<file path="src/rtl/uart_pkg.sv">
// Shared UART definitions: receiver FSM states and default frame/oversampling parameters.
package uart_pkg;

  localparam int DEF_DATA_BITS   = 8;
  localparam int DEF_SAMPLE_RATE = 16;
  localparam int MID_SAMPLE      = DEF_SAMPLE_RATE / 2;

  typedef enum logic [2:0] {
    RX_IDLE,
    RX_START,
    RX_DATA,
    RX_PARITY,
    RX_STOP,
    RX_WAIT_HIGH
  } rx_state_t;

  function automatic int mid_sample(input int sample_rate);
    return sample_rate / 2;
  endfunction

endpackage

</file>
<file path="src/rtl/uart_rx_if.sv">
// Received-byte port of the UART receiver: valid/ready handshake plus per-byte error flags.
interface uart_rx_if
  import uart_pkg::*;
#(
  parameter int DATA_BITS = DEF_DATA_BITS
) ();

  logic [DATA_BITS-1:0] data;
  logic                 valid;
  logic                 ready;
  logic                 framing_error;
  logic                 parity_error;

  modport master (output data, output valid, output framing_error, output parity_error, input ready);
  modport slave  (input data, input valid, input framing_error, input parity_error, output ready);

endinterface

</file>
<file path="src/rtl/uart_sync.sv">
// Two-flop synchronizer for asynchronous inputs; resets to RESET_VAL (all ones = idle line).
module uart_sync #(
  parameter int               WIDTH     = 1,
  parameter logic [WIDTH-1:0] RESET_VAL = '1
) (
  input  logic             clock,
  input  logic             reset,
  input  logic [WIDTH-1:0] d,
  output logic [WIDTH-1:0] q
);

  logic [WIDTH-1:0] meta_p0;

  always_ff @(posedge clock) begin
    if (reset) begin
      meta_p0 <= RESET_VAL;
      q       <= RESET_VAL;
    end else begin
      meta_p0 <= d;
      q       <= meta_p0;
    end
  end

endmodule

</file>
<file path="src/rtl/uart_rx.sv">
// Oversampling UART receiver, LSB-first frame, valid/ready byte output.
// Define UART_RX_PARITY_EN to add an even-parity bit between data and stop.
module uart_rx
  import uart_pkg::*;
#(
  parameter int DATA_BITS   = DEF_DATA_BITS,
  parameter int SAMPLE_RATE = DEF_SAMPLE_RATE
) (
  input  logic       clock,
  input  logic       reset,
  input  logic       rx,
  input  logic       tick,
  output logic       start_rx,
  output logic       overrun,
  output logic       busy,
  uart_rx_if.master  rx_port
);

  localparam int CNT_W = $clog2(SAMPLE_RATE) + 1;
  localparam int IDX_W = $clog2(DATA_BITS) + 1;
  localparam logic [CNT_W-1:0] MID_LAST  = CNT_W'(mid_sample(SAMPLE_RATE) - 1);
  localparam logic [CNT_W-1:0] LAST_TICK = CNT_W'(SAMPLE_RATE - 1);
  localparam logic [IDX_W-1:0] LAST_BIT  = IDX_W'(DATA_BITS - 1);

  logic                 rx_s;
  rx_state_t            state;
  logic [CNT_W-1:0]     tick_cnt;
  logic [IDX_W-1:0]     bit_idx;
  logic [DATA_BITS-1:0] shift_p0;
  logic [DATA_BITS-1:0] data_r;
  logic                 valid_r;
  logic                 fe_r;
`ifdef UART_RX_PARITY_EN
  logic                 par_bit;
  logic                 pe_r;
`endif

  uart_sync #(.WIDTH(1), .RESET_VAL(1'b1)) u_sync (
    .clock (clock),
    .reset (reset),
    .d     (rx),
    .q     (rx_s)
  );

  assign busy                  = (state != RX_IDLE);
  assign rx_port.data          = data_r;
  assign rx_port.valid         = valid_r;
  assign rx_port.framing_error = fe_r;
`ifdef UART_RX_PARITY_EN
  assign rx_port.parity_error  = pe_r;
`else
  assign rx_port.parity_error  = 1'b0;
`endif

  always_ff @(posedge clock) begin
    if (reset) begin
      state    <= RX_IDLE;
      tick_cnt <= '0;
      bit_idx  <= '0;
      shift_p0 <= '0;
      start_rx <= 1'b0;
      data_r   <= '0;
      valid_r  <= 1'b0;
      fe_r     <= 1'b0;
      overrun  <= 1'b0;
`ifdef UART_RX_PARITY_EN
      par_bit  <= 1'b0;
      pe_r     <= 1'b0;
`endif
    end else begin
      start_rx <= 1'b0;
      // A byte completing below overrides this release in the same cycle.
      if (valid_r && rx_port.ready) valid_r <= 1'b0;

      case (state)
        RX_IDLE: begin
          if (!rx_s) begin
            start_rx <= 1'b1;
            tick_cnt <= '0;
            state    <= RX_START;
          end
        end

        RX_START: begin
          if (tick) begin
            if (tick_cnt == MID_LAST) begin
              tick_cnt <= '0;
              bit_idx  <= '0;
              state    <= rx_s ? RX_IDLE : RX_DATA;
            end else begin
              tick_cnt <= tick_cnt + CNT_W'(1);
            end
          end
        end

        RX_DATA: begin
          if (tick) begin
            if (tick_cnt == LAST_TICK) begin
              tick_cnt <= '0;
              shift_p0 <= {rx_s, shift_p0[DATA_BITS-1:1]};
              if (bit_idx == LAST_BIT) begin
                bit_idx <= '0;
`ifdef UART_RX_PARITY_EN
                state   <= RX_PARITY;
`else
                state   <= RX_STOP;
`endif
              end else begin
                bit_idx <= bit_idx + IDX_W'(1);
              end
            end else begin
              tick_cnt <= tick_cnt + CNT_W'(1);
            end
          end
        end

`ifdef UART_RX_PARITY_EN
        RX_PARITY: begin
          if (tick) begin
            if (tick_cnt == LAST_TICK) begin
              tick_cnt <= '0;
              par_bit  <= rx_s;
              state    <= RX_STOP;
            end else begin
              tick_cnt <= tick_cnt + CNT_W'(1);
            end
          end
        end
`endif

        RX_STOP: begin
          if (tick) begin
            if (tick_cnt == LAST_TICK) begin
              tick_cnt <= '0;
              // Output slot is free if empty or being drained this cycle.
              if (!valid_r || rx_port.ready) begin
                data_r  <= shift_p0;
                valid_r <= 1'b1;
                fe_r    <= !rx_s;
`ifdef UART_RX_PARITY_EN
                pe_r    <= ^{shift_p0, par_bit};
`endif
              end else begin
                overrun <= 1'b1;
              end
              state <= rx_s ? RX_IDLE : RX_WAIT_HIGH;
            end else begin
              tick_cnt <= tick_cnt + CNT_W'(1);
            end
          end
        end

        RX_WAIT_HIGH: begin
          // Break condition: hold off until the line is idle again.
          if (rx_s) begin
            tick_cnt <= '0;
            state    <= RX_IDLE;
          end
        end

        default: begin
          tick_cnt <= '0;
          state    <= RX_IDLE;
        end
      endcase
    end
  end

endmodule

</file>
<file path="src/flat_wrapper.sv">
// flat-port wrapper written by rule: the top's interface ports become plain ports
module uart_rx_flat import uart_pkg::*;
#(
  parameter int DATA_BITS   = DEF_DATA_BITS,
  parameter int SAMPLE_RATE = DEF_SAMPLE_RATE
)
  (clock, reset, rx, tick, start_rx, overrun, busy, rx_port_data, rx_port_valid, rx_port_framing_error, rx_port_parity_error, rx_port_ready);
  uart_rx_if #(.DATA_BITS(DATA_BITS)) rx_port_i ();
  input  logic clock;
  input  logic reset;
  input  logic rx;
  input  logic tick;
  output logic start_rx;
  output logic overrun;
  output logic busy;
  output wire logic [$bits(rx_port_i.data)-1:0] rx_port_data;
  output wire logic [$bits(rx_port_i.valid)-1:0] rx_port_valid;
  output wire logic [$bits(rx_port_i.framing_error)-1:0] rx_port_framing_error;
  output wire logic [$bits(rx_port_i.parity_error)-1:0] rx_port_parity_error;
  input wire logic [$bits(rx_port_i.ready)-1:0] rx_port_ready;
  assign rx_port_data = rx_port_i.data;
  assign rx_port_valid = rx_port_i.valid;
  assign rx_port_framing_error = rx_port_i.framing_error;
  assign rx_port_parity_error = rx_port_i.parity_error;
  assign rx_port_i.ready = rx_port_ready;
  uart_rx #(.DATA_BITS(DATA_BITS), .SAMPLE_RATE(SAMPLE_RATE)) u_core (.clock(clock), .reset(reset), .rx(rx), .tick(tick), .start_rx(start_rx), .overrun(overrun), .busy(busy), .rx_port(rx_port_i));
endmodule
</file>
<file path="config.mk">
export PLATFORM = sky130hd
export DESIGN_NAME = uart_rx_flat
export DESIGN_NICKNAME = d
export VERILOG_FILES = /design/src/rtl/uart_pkg.sv /design/src/rtl/uart_rx_if.sv /design/src/rtl/uart_sync.sv /design/src/rtl/uart_rx.sv /design/src/flat_wrapper.sv
export SDC_FILE = /design/constraint.sdc
export NUM_CORES = 1
export LEC_CHECK = 0
export CAP_MARGIN = 20
export CORE_MARGIN = 3
export CORE_UTILIZATION = 40
export DETAILED_ROUTE_END_ITERATION = 6
export GPL_ROUTABILITY_DRIVEN = 1
export PLACE_DENSITY = 0.72
export REMOVE_ABC_BUFFERS = 1
export SLEW_MARGIN = 10
export SYNTH_ARGS = -nofsm -noshare
export SYNTH_HDL_FRONTEND = slang
export SYNTH_SLANG_ARGS = --single-unit
</file>
<file path="constraint.sdc">
create_clock -name clock -period 1.78 [get_ports clock]
set_clock_uncertainty 0.2 [all_clocks]
set_input_delay 0.356 -clock clock [delete_from_list [all_inputs] [get_ports clock]]
set_output_delay 0.356 -clock clock [all_outputs]
set_load 0.005 [all_outputs]
</file>
# After elaboration in Yosys (flattened, before gate mapping)

Cells that the tools add are included.
Widths: inputs -> output; s select.

Eq/ne operators: 17
Bitwise gates (word level): 2
Add/subtract/negate cells: 2
Mux-type cells: 31
Reductions and logical operators: 15

Operators by type and width:

| operator            | count |
|---|---|
| $mux 3              | 10 |
| $mux 5              | 6 |
| $mux 4              | 5 |
| $pmux 5 s4          | 1 |
| $pmux 3 s5          | 1 |
| $reduce_and 4->1    | 3 |
| $ne 2x1->1 const B  | 5 |
| $ne 2x2->1 const B  | 5 |
| $reduce_and 9->1    | 1 |
| $pmux 4 s2          | 1 |
| $eq 3x3->1 const B  | 2 |
| $mux 1              | 6 |
| $add 5x1->5 const B | 1 |
| $eq 5x3->1 const B  | 1 |
| $eq 5x4->1 const B  | 1 |
| $reduce_and 5->1    | 1 |
| $add 4x1->4 const B | 1 |
| $eq 4x3->1 const B  | 1 |
| $reduce_or 2->1     | 2 |
| $eq 3x1->1 const B  | 1 |
| $eq 3x2->1 const B  | 1 |
| $logic_not 3->1     | 1 |
| $reduce_and 3->1    | 1 |
| $reduce_bool 3->1   | 1 |
| 6 further kinds     | 8 |

Output and inout port bits: 14
Register bits after elaboration: 34
Word-level logic and storage cells: 78
Input port bits: 5

# Longest topological paths before layout

Depth in word-level cells: 6
Gate-level depth with buffers: 6
Gate-level depth less buffers: 6

# Hierarchy

Synthesis repeated with hierarchy kept, for this count alone.

Cell total of the unflattened synthesis: 195
Area total of the unflattened synthesis: 1649.1 sq um

By module, submodules not included:

| module    | cells an instance | area an instance (sq um) | seq. area each (sq um) | times used |
|---|---|---|---|---|
| uart_rx   | 191               | 1596.5                   | 640.6                  | 1 |
| uart_sync | 4                 | 52.6                     | 40.0                   | 1 |

# Least setup slack after synthesis

No wires, ideal clock.

Path type: register to register
Start: register u_core.state[0]
End: register u_core.tick_cnt[0]
Stages on the path, launching flop included: 5
Setup time: 0.121 ns
Path buffers: 1
Path slack: -0.034 ns
Arrival time: 1.494 ns
Cells stage by stage: dfxtp_1 -> buf_2 -> or4b_4 -> and4_1 -> mux2_2

Longest elaborated chain between the ends: 4

Ends and longest elaborated chain:

| what                                     | line           | text |
|---|---|---|
| start: declaration                       | uart_rx.sv:26  | `rx_state_t state;` |
| start signal: assignment                 | uart_rx.sv:89  | `state <= rx_s ? RX_IDLE : RX_DATA;` |
| start signal: assignment                 | uart_rx.sv:146 | `state <= rx_s ? RX_IDLE : RX_WAIT_HIGH;` |
| $eq 3x2->1 or $eq 3x3->1 (tied branches) | uart_rx.sv:75  | `case (state)` |
| $reduce_or 2->1 (no line)                | n/a            |  |
| $ne 2x1->1 (no line)                     | n/a            |  |
| $reduce_and 4->1 (no line)               | n/a            |  |
| end signal: assignment                   | uart_rx.sv:91  | `tick_cnt <= tick_cnt + CNT_W'(1);` |
| end signal: assignment                   | uart_rx.sv:112 | `tick_cnt <= tick_cnt + CNT_W'(1);` |
| end signal: assignment                   | uart_rx.sv:148 | `tick_cnt <= tick_cnt + CNT_W'(1);` |
| end: declaration                         | uart_rx.sv:27  | `logic [CNT_W-1:0] tick_cnt;` |

Parallel ways exist; a longest one is shown, timed or not.
A chain may end at the register's enable or synchronous reset.

# Worst setup path after layout

Start: register u_core.tick_cnt[0]
End: register u_core.state[0]

Longest elaborated chain between the ends: 3

Ends and longest elaborated chain:

| what                                     | line |
|---|---|
| $eq 5x4->1 or $eq 5x3->1 (tied branches) | uart_rx.sv:98, uart_rx.sv:133, uart_rx.sv:86 |
| $ne 2x1->1 (no line)                     | n/a |
| $reduce_and 9->1 (no line) (*)           | n/a |

Mark *: on every way between the ends. The rest lies on a longest branch, timed or not.

==> results.sh <==
export IMPL_cts_sink_count=34
export IMPL_power_density_mw_per_mm2=760.5
export IMPL_count_of_different_cell_masters_after_synthesis=51
export IMPL_worst_path_largest_cell_delay_ns=0.51
export IMPL_violations="setup timing"
export IMPL_run_status="finished, violations left"
export IMPL_post_synthesis_cell_area_mm2=0.001617
export IMPL_postRouteAntennaNets=0
export IMPL_drt_wl_total_mm=4.643
export IMPL_synth_enable_flop_cells=0
export IMPL_yosys_area_top_type="sky130_fd_sc_hd__dfxtp_1"
export IMPL_critical_path_arrival_ns=1.95
export IMPL_yosys_cell_count_top_type="sky130_fd_sc_hd__dfxtp_1"
export IMPL_worst_skew_pair_late_latency_ns=0.29
export IMPL_synthTopCellsByCount="sky130_fd_sc_hd__dfxtp_1 (34), sky130_fd_sc_hd__nor2_1 (22), sky130_fd_sc_hd__mux2i_1 (17)"
export IMPL_grt_max_degree=26
export IMPL_crit_path_start_kind="flop"
export IMPL_critPathRequiredTime_ns=1.73
export IMPL_post_synth_inst_count=167
export IMPL_cpMaxStageDelayCell="sky130_fd_sc_hd__o311ai_0"
export IMPL_synth_area_per_cell_um2=9.680
export IMPL_class_of_the_tightest_hold_or_removal_check="reg2reg"
export IMPL_cts_root_buffer_cell="sky130_fd_sc_hd__clkbuf_8"
export IMPL_worst_path_dominant_cell_family="compound AO/OA/AOI/OAI gates"
export IMPL_yosysWarnings=0
export IMPL_drt_first_pass_iters=4
export IMPL_cts_made_buffers=5
export IMPL_cap_violations=0
export IMPL_hpwlAfterDp_mm=2.859
export IMPL_worst_slew_pin_slew_ns=0.5132
export IMPL_routedWlPerCell_um=17.45
export IMPL_crit_path_end_kind="flop"
export IMPL_place_detailed_instances=252
export IMPL_synth_seq_cells=34
export IMPL_core_region_area_mm2=0.003771
export IMPL_grt_antenna_before_repair=0
export IMPL_cts_reportedPaths_clkPinSlew_ns=0.07
export IMPL_globalplace_congestion=0.9211
export IMPL_report_final_setup_viol=25
export IMPL_port_buffers=17
export IMPL_die_area_mm2=0.004840
export IMPL_timing_max_transition_violations_final=0
export IMPL_groute_layer_met3_usage_pct=4.348
export IMPL_clockBufferDepth=2
export IMPL_slew_headroom_pct=65.35
export IMPL_critical_path_max_fanout=5
export IMPL_synth_top_cells_by_area="sky130_fd_sc_hd__dfxtp_1 (42%), sky130_fd_sc_hd__mux2i_1 (11%), sky130_fd_sc_hd__nor2_1 (5.1%)"
export IMPL_first_global_vias=1530
export IMPL_grt_util_met1_pct=21.45
export IMPL_cts_htree_levels=2
export IMPL_synth_top_cell_area_share_pct=42.11
export IMPL_placementRows=22
export IMPL_fill_cells=291
export IMPL_grt_usage_pct=17.99
export IMPL_dpl_instance_area_mm2=0.002022
export IMPL_timing_fmax_mhz=498.9
export IMPL_timing_critical_path_cells="ha_4 -> buf_6 -> and4bb_2 -> o32ai_4 -> o311ai_0 -> o21ai_1"
export IMPL_chipHeight_um=69.57
export IMPL_layout_drive_gt1_share_pct=40.37
export IMPL_crit_buf_inv=1
export IMPL_drc=0
export IMPL_setup_slack_ns=-0.2245
export IMPL_final_area_mm2=0.002323
export IMPL_tritoncts_clock_tree="yes"
export IMPL_max_rail_drop_vdd_mv=0.4990
export IMPL_area_growth_pct=43.73
export IMPL_period_minus_slack_ns=2.004
export IMPL_layout_area_seq_um2=693.2
export IMPL_power_leakage_nw=0.9799
export IMPL_cts_hold_buffers_added=0
export IMPL_rsz0062_at_grt="true"
export IMPL_grt_overflow_total=0
export IMPL_multi_input_comb_area_um2=992.2
export IMPL_finalNonFillerCells=266
export IMPL_hold_viol=0
export IMPL_vias_after_detailed_routing=1506
export IMPL_drt_iter0_drc=119
export IMPL_groute_layer_met2_usage_pct=30.08
export IMPL_global_route_peak_usage_layer="met2"
export IMPL_post_drt_via_cell_ratio=5.662
export IMPL_die_w_um=69.57
export IMPL_period_share_pct=112.6
export IMPL_design_portCount=19
export IMPL_synth_seq_area_share_pct=42.11
export IMPL_num_antenna_cells=0
export IMPL_timing_setup_critical_path_class="reg2reg"
export IMPL_final_nets=226
export IMPL_initial_core_util_pct=42.87
export IMPL_wire_length_of_the_first_global_routing_pass_mm=7.113
export IMPL_async_flop_share_pct=0
export IMPL_yosys_most_used_dff="sky130_fd_sc_hd__dfxtp_1"
## report_power, final
| group | internal [W] | switching [W] | total (W) | leakage, nW |
|---|---|---|---|---|
| clock | 0.000263 | 0.000293 | 0.000555 | 0.0438 |
| combinational | 0.000214 | 0.000203 | 0.000417 | 0.658 |
| sequential | 0.000777 | 0.0000180 | 0.000795 | 0.278 |
## state kept, by name, summed over array words and instances, names as in the netlist, 3 cells and up
name and count:
u_core.rx_port.data 8, u_core.bit_idx 4, u_core.tick_cnt 5, u_core.shift_p0 8
u_core.state 3
## per-stage QoR
step,power (W),util [%],setup TNS (ns),setup WS (ns),hold slack (ns)
3_3_place_gp,0.001122,53.62,-5.826,-0.3736,0.1965
3_5_place_dp,0.001138,53.62,-7.147,-0.4753,0.2082
6_report,0.001767,61.61,-1.216,-0.2245,0.2167
2_1_floorplan,0.0009580,-,-1.202,-0.2405,0.1895
5_1_grt,0.001834,61.61,-2.673,-0.2456,0.2358
4_1_cts,0.001723,57.53,-0.7562,-0.1565,0.2248
## layout make-up
cell class | count | share of cell area [%]
Clock inverter | 2 | 0.4308
Sequential cell | 34 | 29.83
Timing Repair Buffer | 55 | 21.00
Tap cell | 48 | 2.585
Clock buffer | 5 | 2.962
Multi-Input combinational cell | 119 | 42.70
Inverter | 3 | 0.4847
## cell usage in the layout (no fill, tap or decap), types with 2 or more instances in the layout
| master | n |
|---|---|
| sky130_fd_sc_hd__or3_4 | 2 |
| sky130_fd_sc_hd__clkbuf_8 | 5 |
| sky130_fd_sc_hd__nor3b_2 | 2 |
| sky130_fd_sc_hd__dfxtp_1 | 28 |
| sky130_fd_sc_hd__or2_2 | 2 |
| sky130_fd_sc_hd__nand2_1 | 7 |
| sky130_fd_sc_hd__o21ai_0 | 4 |
| sky130_fd_sc_hd__inv_1 | 3 |
| sky130_fd_sc_hd__dfxtp_4 | 2 |
| sky130_fd_sc_hd__nor2_1 | 20 |
| sky130_fd_sc_hd__clkdlybuf4s50_1 | 15 |
| sky130_fd_sc_hd__mux2i_1 | 16 |
| sky130_fd_sc_hd__a21oi_1 | 6 |
| sky130_fd_sc_hd__buf_4 | 30 |
| sky130_fd_sc_hd__clkinv_2 | 2 |
| sky130_fd_sc_hd__nand3_1 | 4 |
| sky130_fd_sc_hd__nor3_1 | 2 |
| sky130_fd_sc_hd__ha_4 | 2 |
| sky130_fd_sc_hd__buf_6 | 7 |
| sky130_fd_sc_hd__a21oi_2 | 2 |
| sky130_fd_sc_hd__nand4_1 | 2 |
| sky130_fd_sc_hd__o211ai_1 | 2 |
| sky130_fd_sc_hd__nor2_2 | 2 |
| sky130_fd_sc_hd__and4bb_2 | 2 |
| sky130_fd_sc_hd__dfxtp_2 | 4 |
| sky130_fd_sc_hd__a22o_1 | 2 |
## worst register-to-register path, cell delays in order (launching register included)
cell and delay, ns:
sky130_fd_sc_hd__dfxtp_2 0.36, sky130_fd_sc_hd__ha_4 0.14, sky130_fd_sc_hd__buf_6 0.09, sky130_fd_sc_hd__and4bb_2 0.28, sky130_fd_sc_hd__o32ai_4 0.13, sky130_fd_sc_hd__o311ai_0 0.51
sky130_fd_sc_hd__o21ai_1 0.15
## cell families (layout without fill, tap and decap cells)
logic type      after synthesis  after routing  share of synthesized area, %
xor+xnor                      2              2                         1.084
flops                        34             34                         42.11
simple gates                 66             66                         24.46
buf+inv                      14             65                         5.030
other cells                   1              1                        0.2320
compound gates               29             29                         13.55
fa+ha+maj                     3              3                         2.322
mux                          18             18                         11.22
## final timing paths
kind / start / to / slack (ns) / cells past startpoint
worst max-delay path: u_core.tick_cnt[0] / u_core.state[0] / -0.22 / 6
worst min-delay path: u_core.u_sync.meta_p0 / u_core.u_sync.q / 0.22 / 1
worst max register to register: u_core.tick_cnt[0] / u_core.state[0] / -0.22 / 6
worst min register to register: u_core.u_sync.meta_p0 / u_core.u_sync.q / 0.22 / 1
## layer usage
metal | vias up | routed length (um) | share of wire [%]
met2 | 49 | 2461 | 53
met3 | 19 | 201 | 4.3
li1 | 709 | - | -
met1 | 729 | 1842 | 40
met4 | 0 | 138 | 3.0
met5 | - | 0 | 0
## repair_timing
item / in CTS / in global routing
gates resized for setup: 17 / 31
endpoints found under the setup margin: 29 / 30
setup buffers: 3 / 3
pin swaps: 3 / 13
gates cloned: 0 / 1
No activity file was read; power rests on OpenSTA's default activity.
